<file path="src/rtl/edge_frame_sink_if.sv">
// Stream bundle between sobel_core output and the frame sink: raw pixel input side
// plus the tagged valid/ready output side toward the consumer.
interface edge_frame_sink_if;
  logic [7:0] pixel_in;
  logic       valid_in;
  logic [7:0] m_data;
  logic       m_valid;
  logic       m_ready;
  logic       m_sof;
  logic       m_eol;
  logic       m_eof;

  modport slave (
    input  pixel_in, valid_in, m_ready,
    output m_data, m_valid, m_sof, m_eol, m_eof
  );

  modport master (
    output pixel_in, valid_in, m_ready,
    input  m_data, m_valid, m_sof, m_eol, m_eof
  );
endinterface

</file>
<file path="src/rtl/edge_frame_sink.sv">
// Receives the edge-magnitude pixel stream, tags each pixel with raster markers and
// queues it in a show-ahead FIFO; pixels arriving on a full FIFO are dropped and flagged.
module edge_frame_sink #(
  parameter int WIDTH      = 512,
  parameter int HEIGHT     = 512,
  parameter int FIFO_DEPTH = 16
) (
  input  logic                     clk,
  input  logic                     rst_n,
  edge_frame_sink_if.slave         bus,
  input  logic                     clear_ovf_i,
  output logic                     frame_done_o,
  output logic [15:0]              frame_count_o,
  output logic                     overflow_o
);

  localparam int XW = (WIDTH  > 1) ? $clog2(WIDTH)  : 1;
  localparam int YW = (HEIGHT > 1) ? $clog2(HEIGHT) : 1;
  localparam int AW = $clog2(FIFO_DEPTH);

  logic [XW-1:0] x_cnt_q, x_cnt_d;
  logic [YW-1:0] y_cnt_q, y_cnt_d;
  logic [AW:0]   wr_ptr_q, wr_ptr_d;
  logic [AW:0]   rd_ptr_q, rd_ptr_d;
  logic [10:0]   mem_q [FIFO_DEPTH];
  logic          frame_done_q, frame_done_d;
  logic [15:0]   frame_count_q, frame_count_d;
  logic          overflow_q, overflow_d;

  logic          empty, full, pop, push, drop;
  logic          x_last, y_last;
  logic          tag_sof, tag_eol, tag_eof;
  logic [10:0]   head;

  assign empty  = (wr_ptr_q == rd_ptr_q);
  assign full   = (wr_ptr_q[AW] != rd_ptr_q[AW]) &&
                  (wr_ptr_q[AW-1:0] == rd_ptr_q[AW-1:0]);
  assign head   = mem_q[rd_ptr_q[AW-1:0]];
  assign pop    = !empty && bus.m_ready;
  assign push   = bus.valid_in && (!full || pop);
  assign drop   = bus.valid_in && full && !pop;

  assign x_last  = (x_cnt_q == XW'(WIDTH - 1));
  assign y_last  = (y_cnt_q == YW'(HEIGHT - 1));
  assign tag_sof = (x_cnt_q == '0) && (y_cnt_q == '0);
  assign tag_eol = x_last;
  assign tag_eof = x_last && y_last;

  // Head fields are gated so that an empty FIFO presents all-zero outputs.
  assign bus.m_valid = !empty;
  assign bus.m_data  = empty ? 8'h00 : head[7:0];
  assign bus.m_sof   = !empty && head[10];
  assign bus.m_eol   = !empty && head[9];
  assign bus.m_eof   = !empty && head[8];

  assign frame_done_o  = frame_done_q;
  assign frame_count_o = frame_count_q;
  assign overflow_o    = overflow_q;

  // Raster counters advance on every valid pixel, stored or dropped, to stay aligned.
  always_comb begin
    x_cnt_d = x_cnt_q;
    y_cnt_d = y_cnt_q;
    if (bus.valid_in) begin
      if (x_last) begin
        x_cnt_d = '0;
        y_cnt_d = y_last ? '0 : y_cnt_q + YW'(1);
      end else begin
        x_cnt_d = x_cnt_q + XW'(1);
      end
    end
  end

  always_comb begin
    wr_ptr_d      = push ? wr_ptr_q + (AW+1)'(1) : wr_ptr_q;
    rd_ptr_d      = pop  ? rd_ptr_q + (AW+1)'(1) : rd_ptr_q;
    frame_done_d  = pop && head[8];
    frame_count_d = (pop && head[8]) ? frame_count_q + 16'd1 : frame_count_q;
    overflow_d    = overflow_q;
    if (drop) begin
      overflow_d = 1'b1;
    end else if (clear_ovf_i) begin
      overflow_d = 1'b0;
    end
  end

  always_ff @(posedge clk or negedge rst_n) begin
    if (!rst_n) begin
      x_cnt_q       <= '0;
      y_cnt_q       <= '0;
      wr_ptr_q      <= '0;
      rd_ptr_q      <= '0;
      frame_done_q  <= 1'b0;
      frame_count_q <= 16'd0;
      overflow_q    <= 1'b0;
    end else begin
      x_cnt_q       <= x_cnt_d;
      y_cnt_q       <= y_cnt_d;
      wr_ptr_q      <= wr_ptr_d;
      rd_ptr_q      <= rd_ptr_d;
      frame_done_q  <= frame_done_d;
      frame_count_q <= frame_count_d;
      overflow_q    <= overflow_d;
    end
  end

  // Storage needs no reset: contents are only observed behind the pointers.
  always_ff @(posedge clk) begin
    if (push) begin
      mem_q[wr_ptr_q[AW-1:0]] <= {tag_sof, tag_eol, tag_eof, bus.pixel_in};
    end
  end

endmodule

</file>
<file path="src/flat_wrapper.sv">
// flat-port wrapper written by rule: the top's interface ports become plain ports
module edge_frame_sink_flat 
#(
  parameter int WIDTH      = 512,
  parameter int HEIGHT     = 512,
  parameter int FIFO_DEPTH = 16
)
  (clk, rst_n, clear_ovf_i, frame_done_o, frame_count_o, overflow_o, bus_pixel_in, bus_valid_in, bus_m_ready, bus_m_data, bus_m_valid, bus_m_sof, bus_m_eol, bus_m_eof);
  edge_frame_sink_if bus_i ();
  input  logic clk;
  input  logic rst_n;
  input  logic clear_ovf_i;
  output logic frame_done_o;
  output logic [15:0] frame_count_o;
  output logic overflow_o;
  input wire logic [$bits(bus_i.pixel_in)-1:0] bus_pixel_in;
  input wire logic [$bits(bus_i.valid_in)-1:0] bus_valid_in;
  input wire logic [$bits(bus_i.m_ready)-1:0] bus_m_ready;
  output wire logic [$bits(bus_i.m_data)-1:0] bus_m_data;
  output wire logic [$bits(bus_i.m_valid)-1:0] bus_m_valid;
  output wire logic [$bits(bus_i.m_sof)-1:0] bus_m_sof;
  output wire logic [$bits(bus_i.m_eol)-1:0] bus_m_eol;
  output wire logic [$bits(bus_i.m_eof)-1:0] bus_m_eof;
  assign bus_i.pixel_in = bus_pixel_in;
  assign bus_i.valid_in = bus_valid_in;
  assign bus_i.m_ready = bus_m_ready;
  assign bus_m_data = bus_i.m_data;
  assign bus_m_valid = bus_i.m_valid;
  assign bus_m_sof = bus_i.m_sof;
  assign bus_m_eol = bus_i.m_eol;
  assign bus_m_eof = bus_i.m_eof;
  edge_frame_sink #(.WIDTH(WIDTH), .HEIGHT(HEIGHT), .FIFO_DEPTH(FIFO_DEPTH)) u_core (.clk(clk), .rst_n(rst_n), .bus(bus_i), .clear_ovf_i(clear_ovf_i), .frame_done_o(frame_done_o), .frame_count_o(frame_count_o), .overflow_o(overflow_o));
endmodule
</file>
<file path="config.mk">
export PLATFORM = sky130hd
export DESIGN_NAME = edge_frame_sink_flat
export DESIGN_NICKNAME = d
export VERILOG_FILES = /design/src/rtl/edge_frame_sink_if.sv /design/src/rtl/edge_frame_sink.sv /design/src/flat_wrapper.sv
export SDC_FILE = /design/constraint.sdc
export NUM_CORES = 1
export LEC_CHECK = 0
export CORE_MARGIN = 8
export CORE_UTILIZATION = 54
export DETAILED_ROUTE_END_ITERATION = 6
export PLACE_DENSITY = 0.85
export SLEW_MARGIN = 25
export SYNTH_ARGS = -nofsm -noshare
export SYNTH_HDL_FRONTEND = slang
export SYNTH_SLANG_ARGS = --single-unit
export TNS_END_PERCENT = 1
</file>
<file path="constraint.sdc">
create_clock -name clk -period 2.5 [get_ports clk]
set_clock_uncertainty 0.05 [all_clocks]
set_input_delay 0.25 -clock clk [delete_from_list [all_inputs] [get_ports clk]]
set_output_delay 0.25 -clock clk [all_outputs]
set_load 0.01 [all_outputs]
</file>
Word-level counts from Yosys, hierarchy flattened
Memories as Yosys holds them, arrays and structs flattened.
Cells that the tools add are included.
{"block": "totals", "regBits": 46, "memories": 1, "ram_bits": 176}
{"name": "u_core.mem_q", "words": 16, "width": 11, "rd": 1, "rd_clocked_by_memory_dff": 0, "wr": 1, "line_no": "edge_frame_sink.sv:25", "rtl": "logic [10:0] mem_q [FIFO_DEPTH];"}
{"block": "classes", "n_mux": 7, "n_eq_ne": 5, "reduce_logical": 19, "addsub": 5}
{"op": "adder 9 x 1 -> 9 bit (second input constant)", "count": 2}
{"op": "equality test 9 bit (second input constant)", "count": 2}
{"op": "logical NOT 9 bit", "count": 2}
{"op": "two-way mux 9 bit", "count": 2}
{"op": "adder 16 x 1 -> 16 bit (second input constant)", "count": 1}
{"op": "logical AND 1 bit", "count": 11}
{"op": "adder 5 x 1 -> 5 bit (second input constant)", "count": 2}
{"op": "two-way mux 8 bit", "count": 1}
{"op": "equality test 5 bit", "count": 1}
{"op": "equality test 4 bit", "count": 1}
{"op": "two-way mux 1 bit", "count": 4}
{"op": "logical NOT 1 bit", "count": 3}
{"op": "AND reduction 2 bit", "count": 1}
{"op": "nonzero test 2 bit", "count": 1}
{"op": "logical OR 1 bit", "count": 1}
{"op": "!= test 1 bit", "count": 1}

Logic depth before layout (Yosys ltp)
{"block": "logic_depth", "ltp_word": 7, "depth_mapped": 9}

Worst setup path before layout
Ideal clock, no wire load.
{"block": "synth_path", "path_type": "flip-flop to flip-flop", "from": "register u_core.rd_ptr_q[1]", "to": "memory u_core.mem_q[3][0] (enable)", "synth_period_minus_slack_ps": 2561, "t_arrival_ps": 2118, "setup_slack_ps": -61, "required_time_ps": 2057, "stages_incl_launch_ff": 7, "path_cell_list": "dfrtp_1 > buf_2 > xor2_1 > nor4_4 > a21oi_2 > nand2_1 > nor3_1"}
{"block": "synth_via", "elab_chain_len": 7, "elab_cells_between_ends": 10, "cone_classes": "eq/ne (2); mux (2); reduce/logical (6)"}
{"element": "from (decl)", "line_no": "edge_frame_sink.sv:24", "rtl": "logic [AW:0] rd_ptr_q, rd_ptr_d;"}
{"element": "from (signal assigned)", "line_no": "edge_frame_sink.sv:100", "rtl": "rd_ptr_q <= rd_ptr_d;"}
{"element": "equality test 5 bit or equality test 4 bit (tied branches)", "line_no": "edge_frame_sink.sv:35, edge_frame_sink.sv:37"}
{"element": "logical NOT 1 bit or logical AND 1 bit (tied branches)", "line_no": "edge_frame_sink.sv:39, edge_frame_sink.sv:36"}
{"element": "logical AND 1 bit or logical NOT 1 bit (tied branches)", "line_no": "edge_frame_sink.sv:39, edge_frame_sink.sv:40"}
{"element": "logical OR 1 bit *", "line_no": "edge_frame_sink.sv:40", "rtl": "assign push = bus.valid_in && (!full || pop);"}
{"element": "logical AND 1 bit *", "line_no": "edge_frame_sink.sv:40"}
{"element": "two-way mux 1 bit *", "line_no": "edge_frame_sink.sv:109", "rtl": "if (push) begin"}
{"element": "two-way mux 1 bit (not written as such) *", "line_no": "edge_frame_sink.sv:110", "rtl": "mem_q[wr_ptr_q[AW-1:0]] <= {tag_sof, tag_eol, tag_eof, bus.pixel_in};"}
{"element": "to (decl)", "line_no": "edge_frame_sink.sv:25"}
Every way passes the cells marked *; elsewhere a longest branch is shown, timed or not.

Worst setup path after layout
{"block": "layout_path", "from": "register u_core.rd_ptr_q[0]", "to": "output bus_m_data[3]"}
{"block": "layout_via", "elab_chain_len": 2, "elab_cells_between_ends": 3, "cone_classes": "eq/ne (1); mux (1); memory (1)"}
{"element": "memory read (16 x 11 bit) or equality test 5 bit (tied branches)"}
{"element": "two-way mux 8 bit *", "line_no": "edge_frame_sink.sv:51", "rtl": "assign bus.m_data = empty ? 8'h00 : head[7:0];"}
{"element": "to (decl)", "line_no": "flat_wrapper.sv:19", "rtl": "output wire logic [$bits(bus_i.m_data)-1:0] bus_m_data;"}
Marked as above.

==> summary by stage <==
Outcome
The flow ran to the end, but the final reports show violations. The final reports fail on setup timing.

Cells and area
The top cell types in the final layout, fill and taps aside, are sky130_fd_sc_hd__edfxtp_1, sky130_fd_sc_hd__mux4_2, sky130_fd_sc_hd__dfrtp_1. At the end of the flow, the number of nets in the layout was 634. Relative to the synthesized area, the layout overhead comes to 22.57%. The count of inserted antenna diode cells is 0. The number of filler instances in the final layout is 979. Measured on the finished design, the core utilization comes to 67.78%. The post-route netlist has 30.77% of its cells at a drive strength greater than 1. The post-route cell area is 11280 sq um. Leaving out fill and tap cells, the most frequent cell in the layout is sky130_fd_sc_hd__edfxtp_1.

Clock tree
The clock slew seen by the registers of the worst setup and hold paths is 0.06 ns. The number of buffers added by the clock tree synthesis step is 21. For this design, the sink count on the clock tree is 222. In this run the number of H-tree levels came out at 1. The CTS tree is yes. At the later pin of the worst-skew pair, clock insertion delay measures 0.50 ns.

The maximum count of clock buffers along a single path is 3. The root buffer cell is sky130_fd_sc_hd__clkbuf_16.

Floorplan
The row count is 47. The die extent in x is 146.5 microns. The die covers 21480 sq um. The vertical extent of the die is 146.5 microns. Once the floorplan was initialized, standard cells occupied 55.30% of the core. The number of top-level design ports is 43. In this run the standard cell core region covers 16640 sq um.

Pwr
The overall power is 13140 uW. IR analysis of the VDD net gives a maximum drop of 715.4 uV. The cell area power density is 1165 nW/um^2.

The static leakage power is 0.004091 uW.

Yosys
For this run, asynchronously set or reset flops after synthesis account for 20.72%. In the synthesized netlist, the number of instances is 499. After synthesis, the mean cell area works out to 18.44 sq um. Counting flops and latches in the post-synthesis netlist gives 222.

The number of nets handed over by synthesis was 524. The most common flop cell mapped by yosys is sky130_fd_sc_hd__edfxtp_1. The total of warnings raised by yosys is 0.

The combined area of all synthesized cells is 9203 sq um. The synthesized netlist contains 42 unique library cells. Summing the sequential cell areas from Yosys gives 69.94% of the chip area. The number of flops mapped to enable cells by yosys is 176.

GRT
The wire length of the first global-routing pass is 34.27 mm. The via count of the first global-routing pass is 5507. Global routing finished with a remaining overflow of 0.

Global routing used 21.23% of the available tracks. Entering global routing, the biggest net connects 47 pins. The number of antenna violations at the first check in global routing is 0.

STA
The worst path uses 114.8% of the clock period. The worst relative slew slack is 58.70%. The count of final setup violators is 13. The maximum achievable frequency is 348.3 MHz. Setup repair after global routing could not meet its margin everywhere. Across all setup checks in the final design, the least slack found is -0.3713 ns. The shortest period the worst path allows is 2.871 ns.

The count of endpoints failing hold in the final timing report came to 0. The worst hold margin is 0.2415 ns. The transition time at the pin with the least slew margin is 0.6195 ns. The final count of pins violating max slew is 0.

Setup path
Of all nets on the critical path, the largest fanout is 5. The critical path endpoint category is an output pin. The kind of critical path is flip-flop to output pin. At the worst endpoint, the arrival time is 2.57 ns. The critical path launch point type is a flip-flop. The endpoint required time on the critical path is 2.20 ns.

Drt
The total detailed-routing wirelength is 23.10 mm. Dividing the detail-routed wire length by the instance count gives 27.37 microns. For this block, the initial DRC count from the detailed router was 596. The detailed router placed 5303 vias in this run.

Using the TritonRoute via totals, the vias-per-cell ratio works out to 6.283. For this run, design rule violations remaining after detail routing come to 0. Before antenna repair, the detailed router went through 5 iterations. The count of nets left with antenna violations once routing finished came out at 0.

Place
The routability congestion estimate from global placement is 0.7822. The placed wire-length estimate after detailed placement is 12.09 mm. Before CTS, the worst setup slack after placement is -0.1855 ns. Summing all placed instances gives a cell area of 10320 sq um. Buffers placed on the I/O ports in this run total 42.

Flow run
The tool flagged a number of max-cap violations equal to 0.

Hold path
The path class of the tightest hold or removal check is input pin to asynchronous set/reset pin.
area by class of cell:
class / count / area [sq um] / share of cell area, %
Clock buffer: 32 / 600.6 / 5.324
Clock inverter: 6 / 85.08 / 0.7543
Inverter: 10 / 37.54 / 0.3328
Multi-Input combinational cell: 245 / 2631 / 23.33
Sequential cell: 222 / 6437 / 57.07
Tap cell: 220 / 275.3 / 2.440
Timing Repair Buffer: 109 / 1212 / 10.75
metrics by stage:
| step | std cells | setup TNS, ns |
|---|---|---|
| final | 844 | -3.804 |
| after global routing | 844 | -4.843 |
| after CTS | 844 | -4.015 |
| after detailed placement | 791 | -1.345 |
| after global placement | 791 | -0.9475 |
| after floorplan | 499 | -1.384 |
cell usage after synthesis (all sizes together), types with 4 or more instances:
cell / number / share of area [%]
nor4b: 5 / 0.68
inv: 10 / 0.41
buf: 13 / 1.0
xnor2: 17 / 1.6
o21ai: 10 / 0.54
mux4: 54 / 14
nand3: 9 / 0.49
mux2i: 4 / 0.48
edfxtp: 176 / 57
and3: 5 / 0.34
nand2: 23 / 0.94
ha: 12 / 1.6
and2: 15 / 1.1
nor2: 24 / 0.98
dfrtp: 46 / 13
xor2: 19 / 1.8
nand4: 14 / 0.95
a21oi: 4 / 0.26
nor3: 5 / 0.27
clkbuf: 9 / 0.37
nand2b: 5 / 0.34
sequential cells by signal (all words and copies together) (netlist names):
name                  count
u_core.frame_done_o       1
u_core.overflow_o         1
u_core.mem_q            176
u_core.wr_ptr_q           5
u_core.x_cnt_q            9
u_core.y_cnt_q            9
u_core.rd_ptr_q           5
u_core.frame_count_o     16
per-layer routing:
layer / part of all wire, % / track usage, %
met5: 0 / 0
met4: 2.8 / 8.243
met3: 8.9 / 4.481
met2: 53 / 37.29
met1: 36 / 25.13
power breakdown:
group	internal, uW	leakage [uW]	total, uW	switching, uW
registers	4460	0.00219	4770	305
logic	2790	0.00157	5150	2360
clock network	1870	0.000332	3220	1350
total	9120	0.00409	13100	4020
cell families after synthesis:
group | count (synthesis) | synth area share (%)
AO/OA/AOI/OAI | 18 | 1.115
XOR/XNOR | 36 | 3.426
adder cells (fa/ha/maj) | 12 | 1.631
buffers and inverters | 32 | 1.781
flip-flops | 222 | 69.94
multiplexers | 61 | 14.79
AND/OR/NAND/NOR | 118 | 7.315
repair_timing:
item	CTS	global route
cloned	5	1
pin swaps	7	0
hold endpoints to repair	46	0
hold buffers	1	0
resized for setup	67	32
setup endpoints to repair	13	163
setup buffers	9	0
final timing paths:
check,from,endpoint,slack [ns],depth (start not counted)
worst max-delay path,u_core.rd_ptr_q[0],bus_m_data[3],-0.37,6
worst min-delay path,rst_n,u_core.y_cnt_q[5],0.24,2
worst max register to register,u_core.rd_ptr_q[0],u_core.frame_count_o[1],-0.05,9
worst min register to register,u_core.frame_count_o[15],u_core.frame_count_o[15],0.43,1
max in group asynchronous,rst_n,u_core.rd_ptr_q[0],1.71,2
min in group clk,clear_ovf_i,u_core.overflow_o,0.29,2
critical path, cell delays in order, from the launching register on:
cell	delay, ns
sky130_fd_sc_hd__dfrtp_2	0.44
sky130_fd_sc_hd__buf_6	0.15
sky130_fd_sc_hd__buf_12	0.11
sky130_fd_sc_hd__mux4_1	0.59
sky130_fd_sc_hd__mux4_2	0.47
sky130_fd_sc_hd__and2_4	0.16
sky130_fd_sc_hd__buf_2	0.14
No activity file was read; power rests on OpenSTA's default activity.
